File: src/rtl/layer_argmax.sv
`default_nettype none
// ============================================================================
// layer_argmax : buffers one N-element Q8.8 layer vector, applies optional
//                ReLU, then finds the argmax serially (one compare per clock).
// Revision     : 1.0 - initial release
// ============================================================================
module layer_argmax #(
    parameter int WIDTH = 16,
    parameter int N     = 2,
    parameter int RELU  = 1,
    parameter int IDXW  = ($clog2(N) > 0) ? $clog2(N) : 1
) (
    input  logic                    clk,
    input  logic                    rst_n,
    input  logic signed [WIDTH-1:0] in [0:N-1],
    input  logic                    in_valid,
    output logic                    in_ready,
    output logic                    out_valid,
    input  logic                    out_ready,
    output logic [IDXW-1:0]         out_idx,
    output logic signed [WIDTH-1:0] out_max
);

    typedef enum logic [1:0] {
        S_IDLE = 2'd0,
        S_SCAN = 2'd1,
        S_DONE = 2'd2
    } state_t;

    localparam logic [IDXW-1:0] LAST_IDX = IDXW'(N - 1);

    state_t                  r_state;
    logic signed [WIDTH-1:0] r_buf [0:N-1];
    logic signed [WIDTH-1:0] r_best_val;
    logic [IDXW-1:0]         r_best_idx;
    logic [IDXW-1:0]         r_cnt;
    logic signed [WIDTH-1:0] w_cand;

    function automatic logic signed [WIDTH-1:0] act(input logic signed [WIDTH-1:0] x);
        return ((RELU != 0) && x[WIDTH-1]) ? '0 : x;
    endfunction

    assign w_cand = act(r_buf[r_cnt]);

    always_ff @(posedge clk or negedge rst_n) begin
        if (!rst_n) begin
            r_state    <= S_IDLE;
            r_best_val <= '0;
            r_best_idx <= '0;
            r_cnt      <= '0;
            for (int i = 0; i < N; i++) r_buf[i] <= '0;
        end else begin
            case (r_state)
                S_IDLE: begin
                    if (in_valid) begin
                        for (int i = 0; i < N; i++) r_buf[i] <= in[i];
                        r_best_val <= act(in[0]);
                        r_best_idx <= '0;
                        r_cnt      <= IDXW'(1);
                        r_state    <= (N > 1) ? S_SCAN : S_DONE;
                    end
                end
                S_SCAN: begin
                    // strict compare so ties keep the earlier index
                    if (w_cand > r_best_val) begin
                        r_best_val <= w_cand;
                        r_best_idx <= r_cnt;
                    end
                    r_cnt <= r_cnt + IDXW'(1);
                    if (r_cnt == LAST_IDX) r_state <= S_DONE;
                end
                S_DONE: begin
                    if (out_ready) r_state <= S_IDLE;
                end
                default: r_state <= S_IDLE;
            endcase
        end
    end

    assign in_ready  = (r_state == S_IDLE);
    assign out_valid = (r_state == S_DONE);
    assign out_idx   = r_best_idx;
    assign out_max   = r_best_val;

endmodule
`default_nettype wire

File: config.mk
export PLATFORM = sky130hd
export DESIGN_NAME = layer_argmax
export DESIGN_NICKNAME = d
export VERILOG_FILES = /design/src/rtl/layer_argmax.sv
export SDC_FILE = /design/constraint.sdc
export NUM_CORES = 1
export LEC_CHECK = 0
export ABC_AREA = 1
export CAP_MARGIN = 30
export CORE_MARGIN = 10
export CORE_UTILIZATION = 40
export DETAILED_ROUTE_END_ITERATION = 7
export REMOVE_ABC_BUFFERS = 1
export SLEW_MARGIN = 20
export SYNTH_ARGS = -nofsm -noshare
export SYNTH_HDL_FRONTEND = slang
export SYNTH_SLANG_ARGS = --single-unit
File: constraint.sdc
create_clock -name clk -period 5 [get_ports clk]
set_input_delay 1.5 -clock clk [delete_from_list [all_inputs] [get_ports clk]]
set_output_delay 1.5 -clock clk [all_outputs]
set_load 0.02 [all_outputs]
==> impl_metrics.toml, run 1 <==
[run_status]
outcome = "completed"

[detailed_routing]
wl_mm = 6.77
drt-initial-drc-count = 100
ant_nets = 0
drt_first_pass_iters = 4
wl_per_cell_microns = 13.6
detail_route.vias_per_cell = 4.69
via_count = 2336
drc = 0

[synthesis]
ys_types = 24
syn-cell-area_sq_um = 2950
syn_area_per_cell_sq_um = 8.42
synth-seq-cells = 51
ys_seq_area_frac = 0.433
netlist_instances = 350
yosys_warnings = 0

[clock_tree]
cts-root-buf = "clkbuf_8"
hold_buffers = 0
post_cts_resized = 0
clockBufferDepth = 2
cts.sinks = 51
cts_tree = "done"
clk_latency_ns = 0.30
cts_buffers = 5
clkTransAtPathRegs_ns = 0.09
post-cts-setup-buffers = 0
cts_max_level = 2

[floorplanning]
die_y_microns = 106
design.core.area_sq_um = 7210
initial_core_util = 0.409
num_rows = 31
fp.dieArea_sq_um = 11200
ios = 55
fp.dieW_microns = 106

[sta]
rsz0062_at_grt = "false"
finalSetupTns_ns = 0
setup_viol = 0
drv_slew = 0
fin_ws_ns = 1.84
hold_viol_final = 0
min_period_over_period = 0.633
slew-limit-headroom = 0.413
fin_skew_ns = 0.00472
tightest_slew_ns = 0.881
fmax_ghz = 0.316
period_minus_slack_ns = 3.16

[critical_path]
reg2reg_to = "out_max[14]$_DFFE_PN0P_"
crit_family = "simple AND/OR/NAND/NOR gates"
crit_slowest_cell = "dfrtp_1"
cp.arrival_ns = 3.36
path_max_fanout = 19
reg2regPathDepth = 14
start_kind = "flip-flop"
criticalPathCategory = "reg2reg"
rrSetupSlack_ns = 1.84
crit_chain = "mux2i_4, nand2_1, inv_1, ha_1, nand2_1, inv_1, nand2_1, nand2_1, a21oi_1, nand2_2, nand2_4, nand2_4, nand2_1, nand2_1"
cp.required_ns = 5.20
r2r-start = "r_cnt$_DFFE_PN0P_"
max_stage_delay_ns = 0.93
crit_top_cell = "nand2_1"
path_buf_inv = 2
worstSetupEndpointType = "flip-flop"

[min_path]
min-delay-start = "r_buf[25]$_DFFE_PN0P_"
hold_end = "r_buf[25]$_DFFE_PN0P_"
hp-class = "reg2reg"
min_path_cells = 1

[global_routing]
grt_util_all_layers = 0.125
use_met2 = 0.216
grt_pass1_wl_mm = 11.6
antenna_found_initial = 0
overflow = 0
top_usage_layer = "met2"
groute.layer.met3.usage = 0.0268
grt_util_met1 = 0.152
grt_pass1_vias = 2435
grt_start_max_net_pins = 52

[pwr]
peakVddDrop_uv = 241
leakage_uw = 0.00182
p_per_area_nw_per_um2 = 648

[place]
placedCellCount = 490
port_buffers = 53
placed_cell_area_sq_um = 3530
pre_cts_slack_ns = 1.81
hpwl_mm = 4.76
routabilityCongestion = 0.740

[layout]
area_growth_syn_to_layout_pct = 22.5
fin_area_sq_um = 3610
final_common_cell = "nand2_1"
drive_above_1_share = 0.123
fin_cells = 498
diodes = 0
final_cell_mix = "nand2_1, clkdlybuf4s50_1, dfrtp_1, inv_1, nand3_1"
layout.nets = 449

[job]
drv_cap = 0
[layout make-up]
class	count	area, sq um
well taps	99	124
repair buffers	57	576
inverters	40	150
fillers	721	3600
clock inverters	1	5.00
flip-flops and latches	51	1280
multi-input cells	243	1400
clock buffers	7	76.3
[state kept, by name, summed over array words and instances (netlist names)]
name / cells
out_idx: 1
out_max: 15
r_buf: 32
r_cnt: 1
r_state: 2
[worst max-delay path by stage]
stage	startpoint	end	slack (ns)	cells after the start
after floorplan	in_valid	r_buf[0]$_DFFE_PN0P_	2.39	2
after global placement	in_valid	out_max[2]$_DFFE_PN0P_	1.64	5
after detailed placement	r_cnt$_DFFE_PN0P_	out_max[14]$_DFFE_PN0P_	1.81	14
after CTS	r_cnt$_DFFE_PN0P_	out_max[14]$_DFFE_PN0P_	1.78	14
after global routing	r_cnt$_DFFE_PN0P_	out_max[14]$_DFFE_PN0P_	1.49	14
final	r_cnt$_DFFE_PN0P_	out_max[14]$_DFFE_PN0P_	1.84	14
[layer usage]
layer  routed length (microns)  vias up  share of wire
li1                          -     1205              -
met1                      3130     1091           0.46
met2                      3320       34           0.49
met3                       229        6          0.034
met4                        85        0          0.013
met5                         0        -              0
[through the flow]
step,hold WS [ns],utilization,total power [uW]
finish,0.502,0.501,2340
global route,0.519,0.501,2620
CTS,0.509,0.501,2380
detailed placement,0.486,0.489,2140
global placement,0.474,0.484,2090
floorplan,0.465,-,1700
[cell usage after synthesis, drive strengths merged]
cell	count	area (sq um)
clkbuf	4	15.0
conb	1	3.75
or2	1	6.26
dfrtp	51	1280
nor2	10	45.1
a21oi	7	35.0
nor3	1	5.00
ha	15	188
nand3	35	175
buf	12	103
mux2	31	349
inv	40	150
nand3b	1	7.51
nand2	123	482
mux2i	1	22.5
o21ai	17	85.1
[worst register-to-register path: cells and delay by family (launching register included)]
family | cells | cell delay (ns)
adder cells (fa/ha/maj) | 1 | 0.23
flip-flops | 1 | 0.93
multiplexers | 1 | 0.65
AND/OR/NAND/NOR | 9 | 0.97
buffers and inverters | 2 | 0.15
AO/OA/AOI/OAI | 1 | 0.14
[logic make-up after synthesis]
group,share of synthesized area
muxes,0.126
adders and majority gates,0.0637
buffers and inverters,0.0908
and+or+nand+nor,0.244
DFF,0.433
other,0.00127
AOI/OAI and AO/OA,0.0407
[report_power, final]
| group | internal (uW) | switching [uW] | leakage [uW] |
|---|---|---|---|
| combinational | 596 | 774 | 0.00116 |
| clock | 98.5 | 130 | 0.0000422 |
| sequential | 603 | 140 | 0.000621 |
| total | 1300 | 1040 | 0.00182 |
No activity file was read; power rests on OpenSTA's default activity.
==> run 2: changes to the inputs <==
==> constraint.sdc (replaced) <==
create_clock -name clk -period 3.05 [get_ports clk]
set_input_delay 0.915 -clock clk [delete_from_list [all_inputs] [get_ports clk]]
set_output_delay 0.915 -clock clk [all_outputs]
set_load 0.02 [all_outputs]
==> impl_metrics.toml, run 2 (synthesis results as in run 1) <==
[sta]
fin_skew_ns = 0.00996
finalSetupTns_ns = 0
tightest_slew_ns = 0.724
min_period_over_period = 0.849
fin_ws_ns = 0.462
fmax_ghz = 0.386
rsz0062_at_grt = "false"
period_minus_slack_ns = 2.59
drv_slew = 0
hold_viol_final = 0
setup_viol = 0
slew-limit-headroom = 0.516

[clock_tree]
post_cts_resized = 0
cts.sinks = 51
cts_max_level = 2
cts_tree = "done"
clockBufferDepth = 2
cts_buffers = 5
clkTransAtPathRegs_ns = 0.10
cts-root-buf = "clkbuf_8"
clk_latency_ns = 0.30

[detailed_routing]
drt_first_pass_iters = 4
wl_mm = 6.70
route.met2.wl_mm = 3.31
detail_route.vias_per_cell = 4.75
wl_met3_microns = 278
m1WireLength_mm = 3.03
top_layer_used = "met4"
ant_nets = 0
drc = 0
via_count = 2369
drt-initial-drc-count = 119
wl_per_cell_microns = 13.4

[critical_path]
reg2regPathDepth = 15
reg2reg_to = "out_max[4]$_DFFE_PN0P_"
rrSetupSlack_ns = 0.46
start_kind = "flip-flop"
crit_family = "simple AND/OR/NAND/NOR gates"
path_max_fanout = 17
path_buf_inv = 3
cp.arrival_ns = 2.78
worstSetupEndpointType = "flip-flop"
max_stage_delay_ns = 0.60
crit_slowest_cell = "dfrtp_1"
crit_path_start = "r_cnt$_DFFE_PN0P_"
crit_chain = "mux2i_4, buf_12, nand2_1, inv_1, ha_1, nand2_1, inv_1, nand2_1, nand2_1, a21oi_1, nand2_2, nand2_4, nand2_4, nand2_1, nand2_1"
cp.required_ns = 3.24
r2r-start = "r_cnt$_DFFE_PN0P_"
crit_top_cell = "nand2_1"
criticalPathCategory = "reg2reg"

[floorplanning]
fp.dieArea_sq_um = 11200
fp.dieW_microns = 106
ios = 55
design.core.area_sq_um = 7210
initial_core_util = 0.409
die_y_microns = 106
num_rows = 31

[min_path]
hold_end = "r_buf[25]$_DFFE_PN0P_"
hp-class = "reg2reg"
min-delay-start = "r_buf[25]$_DFFE_PN0P_"
min_path_cells = 1

[place]
pre_cts_slack_ns = 0.257
port_buffers = 53
routabilityCongestion = 0.802
hpwl_mm = 4.73

[pwr]
leakage_uw = 0.00183
peakVddDrop_uv = 435
p_per_area_nw_per_um2 = 1080

[layout]
diodes = 0
area_growth_syn_to_layout_pct = 23.0
layout.nets = 450
largest-register = "r_buf"
final-seq-area_sq_um = 1280
largest_reg_flops = 32
multi_input_area_sq_um = 1400
final_cell_mix = "nand2_1, clkdlybuf4s50_1, dfrtp_1, inv_1, nand3_1"
fillCellCount = 737
utilization = 0.503
final_common_cell = "nand2_1"
drive_above_1_share = 0.128

[global_routing]
overflow = 0
grt_pass1_vias = 2456
grt_pass1_wl_mm = 11.7
antenna_found_initial = 0
grt_start_max_net_pins = 53
grt_util_all_layers = 0.125

[run_status]
outcome = "completed"

[job]
drv_cap = 0
==> run 2: changes by cell type in the layout (fill, tap and decap cells not counted), sizes merged <==
| cell | before | now |
|---|---|---|
| buf | 5 | 6 |
| clkbuf | 7 | 6 |
| clkinvlp | 0 | 1 |
==> run 2: power by group <==
part	internal, uW	switching, uW
registers	989	215
logic	1010	1300
clock network	161	225
total	2160	1740
==> run 2: how the worst max path moves through the flow <==
stage,cells past startpoint,slack [ns],end
floorplan,14,0.61,out_idx$_DFFE_PN0P_
global placement,14,0.37,out_max[11]$_DFFE_PN0P_
detailed placement,14,0.26,out_max[3]$_DFFE_PN0P_
CTS,14,0.23,out_max[4]$_DFFE_PN0P_
global route,16,0.15,out_max[4]$_DFFE_PN0P_
finish,15,0.46,out_max[4]$_DFFE_PN0P_
==> run 2: what timing repair did <==
item / in CTS / in global routing
hold buffers: 0 / 0
setup endpoints to repair: 0 / 16
setup buffers: 0 / 1
==> run 2: metrics by stage <==
| step | hold slack, ns | cell area, sq um | total power, uW | instances |
|---|---|---|---|---|
| 4_1_cts | 0.505 | 3610 | 3900 | 498 |
| 3_5_place_dp | 0.482 | 3520 | 3500 | 490 |
| 6_report | 0.496 | 3630 | 3900 | 499 |
| 5_1_grt | 0.534 | 3630 | 4330 | 499 |
| 3_3_place_gp | 0.473 | 3520 | 3460 | 490 |
| 2_1_floorplan | 0.465 | 2830 | 2790 | 334 |
==> run 2: routing by layer <==
layer  vias to the layer above  global-route usage
met5                         -                   0
met4                         0              0.0377
met3                         6              0.0238
met2                        48               0.221
met1                      1102               0.150
li1                       1213                   -
==> run 2: layout make-up <==
type                    count  area share
multi-input cells         243       0.387
flip-flops and latches     51       0.352
repair buffers             58       0.162
inverters                  40      0.0414
well taps                  99      0.0341
clock buffers               6      0.0200
clock inverters             2     0.00345
==> run 3: changes to the inputs <==
--- a/config.mk
+++ b/config.mk
@@ -10,6 +10,7 @@
 export CORE_MARGIN = 10
 export CORE_UTILIZATION = 40
 export DETAILED_ROUTE_END_ITERATION = 7
+export PLACE_DENSITY = 0.66
 export REMOVE_ABC_BUFFERS = 1
 export SLEW_MARGIN = 20
 export SYNTH_ARGS = -nofsm -noshare
==> constraint.sdc (replaced) <==
create_clock -name clk -period 2.2 [get_ports clk]
set_input_delay 0.66 -clock clk [delete_from_list [all_inputs] [get_ports clk]]
set_output_delay 0.66 -clock clk [all_outputs]
set_load 0.02 [all_outputs]
==> impl_metrics.toml, run 3 (synthesis results as in run 1) <==
[clock_tree]
cts_buffers = 5
clk_latency_ns = 0.31
clockBufferDepth = 2
cts.sinks = 51
cts_max_level = 2
clkTransAtPathRegs_ns = 0.10
cts-root-buf = "clkbuf_8"
cts_tree = "done"

[sta]
period_minus_slack_ns = 2.30
tightest_slew_ns = 0.516
setup_viol = 16
hold_ws_ns = 0.319
fin_ws_ns = -0.0952
drv_slew = 0
fin_skew_ns = 0.0152
finalSetupTns_ns = -1.06
rsz0062_at_grt = "true"
min_period_over_period = 1.04
hold_viol_final = 0
fmax_ghz = 0.436
slew-limit-headroom = 0.656

[critical_path]
cp.arrival_ns = 2.54
crit_family = "simple AND/OR/NAND/NOR gates"
crit_chain = "mux2i_4, clkbuf_16, nand2_4, ha_4, nand2_2, nor2_1, nand3b_1, nor2_2, nor2_4, nand2_8, buf_6, nand3_1, nand2_1"
path_max_fanout = 7
criticalPathCategory = "reg2reg"
path_buf_inv = 2
crit_slowest_cell = "dfrtp_2"
cp.required_ns = 2.44
max_stage_delay_ns = 0.43
start_kind = "flip-flop"
worstSetupEndpointType = "flip-flop"

[layout]
largest-register = "r_buf"
drive_above_1_share = 0.331
final-seq-area_sq_um = 1280
diodes = 0
multi_input_area_sq_um = 1800
fin_area_sq_um = 4180
area_growth_syn_to_layout_pct = 41.9
fillCellCount = 631
layout.nets = 462
largest_reg_flops = 32
final_common_cell = "nand2_1"
final_cell_mix = "nand2_1, clkdlybuf4s50_1, dfrtp_1, mux2_2"

[detailed_routing]
drt-initial-drc-count = 80
m1WireLength_mm = 3.29
ant_nets = 0
wl_met3_microns = 311
detail_route.vias_per_cell = 4.94
top_layer_used = "met4"
drt_first_pass_iters = 4
drc = 0
wl_per_cell_microns = 15.0
via_count = 2521
wl_mm = 7.66
route.met2.wl_mm = 3.96

[job]
drv_cap = 0

[global_routing]
grt_start_max_net_pins = 53
grt_util_all_layers = 0.122
grt_pass1_vias = 2518
overflow = 0
grt_pass1_wl_mm = 11.6
antenna_found_initial = 0

[run_status]
violations = "negative setup slack"
outcome = "complete, but fails checks"

[floorplanning]
die_y_microns = 106
design.core.area_sq_um = 7210
initial_core_util = 0.409
num_rows = 31
fp.dieArea_sq_um = 11200
fp.dieW_microns = 106
ios = 55

[place]
hpwl_mm = 4.93
routabilityCongestion = 0.817
placed_cell_area_sq_um = 3610
port_buffers = 53

[pwr]
p_total_uw = 6930
leakage_uw = 0.00195
p_per_area_nw_per_um2 = 1660
peakVddDrop_uv = 639

[min_path]
hp-class = "in2async"
run 3: worst register-to-register path: cells and delay by family, from the launching register on:
| kind | cells | cell delay (ns) |
|---|---|---|
| fa+ha+maj | 1 | 0.26 |
| buf+inv | 2 | 0.38 |
| flops | 1 | 0.43 |
| mux | 1 | 0.33 |
| simple gates | 9 | 0.85 |
run 3: final timing paths:
path | from | end | slack, ns | depth (start not counted)
hold reg to reg | r_buf[25]$_DFFE_PN0P_ | r_buf[25]$_DFFE_PN0P_ | 0.50 | 1
setup / recovery | r_cnt$_DFFE_PN0P_ | out_max[4]$_DFFE_PN0P_ | -0.1 | 13
max in group asynchronous | rst_n | r_cnt$_DFFE_PN0P_ | 1.36 | 2
setup reg to reg | r_cnt$_DFFE_PN0P_ | out_max[4]$_DFFE_PN0P_ | -0.1 | 13
min in group clk | r_buf[25]$_DFFE_PN0P_ | r_buf[25]$_DFFE_PN0P_ | 0.50 | 1
hold / removal | rst_n | out_max[8]$_DFFE_PN0P_ | 0.32 | 1
run 3: per-stage QoR:
| stage | instances | utilization | setup WS [ns] |
|---|---|---|---|
| 2_1_floorplan | 334 | - | -0.238 |
| 3_3_place_gp | 499 | 0.501 | 0.0197 |
| 5_1_grt | 510 | 0.580 | -0.192 |
| 6_report | 510 | 0.580 | -0.0952 |
| 4_1_cts | 507 | 0.520 | 0.0181 |
| 3_5_place_dp | 499 | 0.501 | -0.0470 |
run 3: what timing repair did:
action | CTS | global route
cloned | 0 | 2
pin swaps | 1 | 33
resized for setup | 8 | 87
setup buffers | 1 | 1
endpoints found under the setup margin | 16 | 17
hold buffers | 0 | 0
run 3: report_power, final:
part	total [uW]	switching, uW	leakage [uW]	internal [uW]
Combinational	4710	2550	0.00128	2160
Sequential	1670	292	0.000621	1370
Clock	554	306	0.0000470	248
run 3: area by class of cell:
cell class / count / share of cell area
clock buffers: 6 / 0.0197
inverters: 40 / 0.0401
repair buffers: 69 / 0.174
clock inverters: 1 / 0.00120
flip-flops and latches: 51 / 0.305
multi-input cells: 244 / 0.430
well taps: 99 / 0.0296
run 3: layer usage:
metal  vias to the layer above  track usage
li1                       1235            -
met3                         7       0.0305
met4                         0       0.0435
met1                      1225        0.140
met2                        54        0.215
met5                         -            0
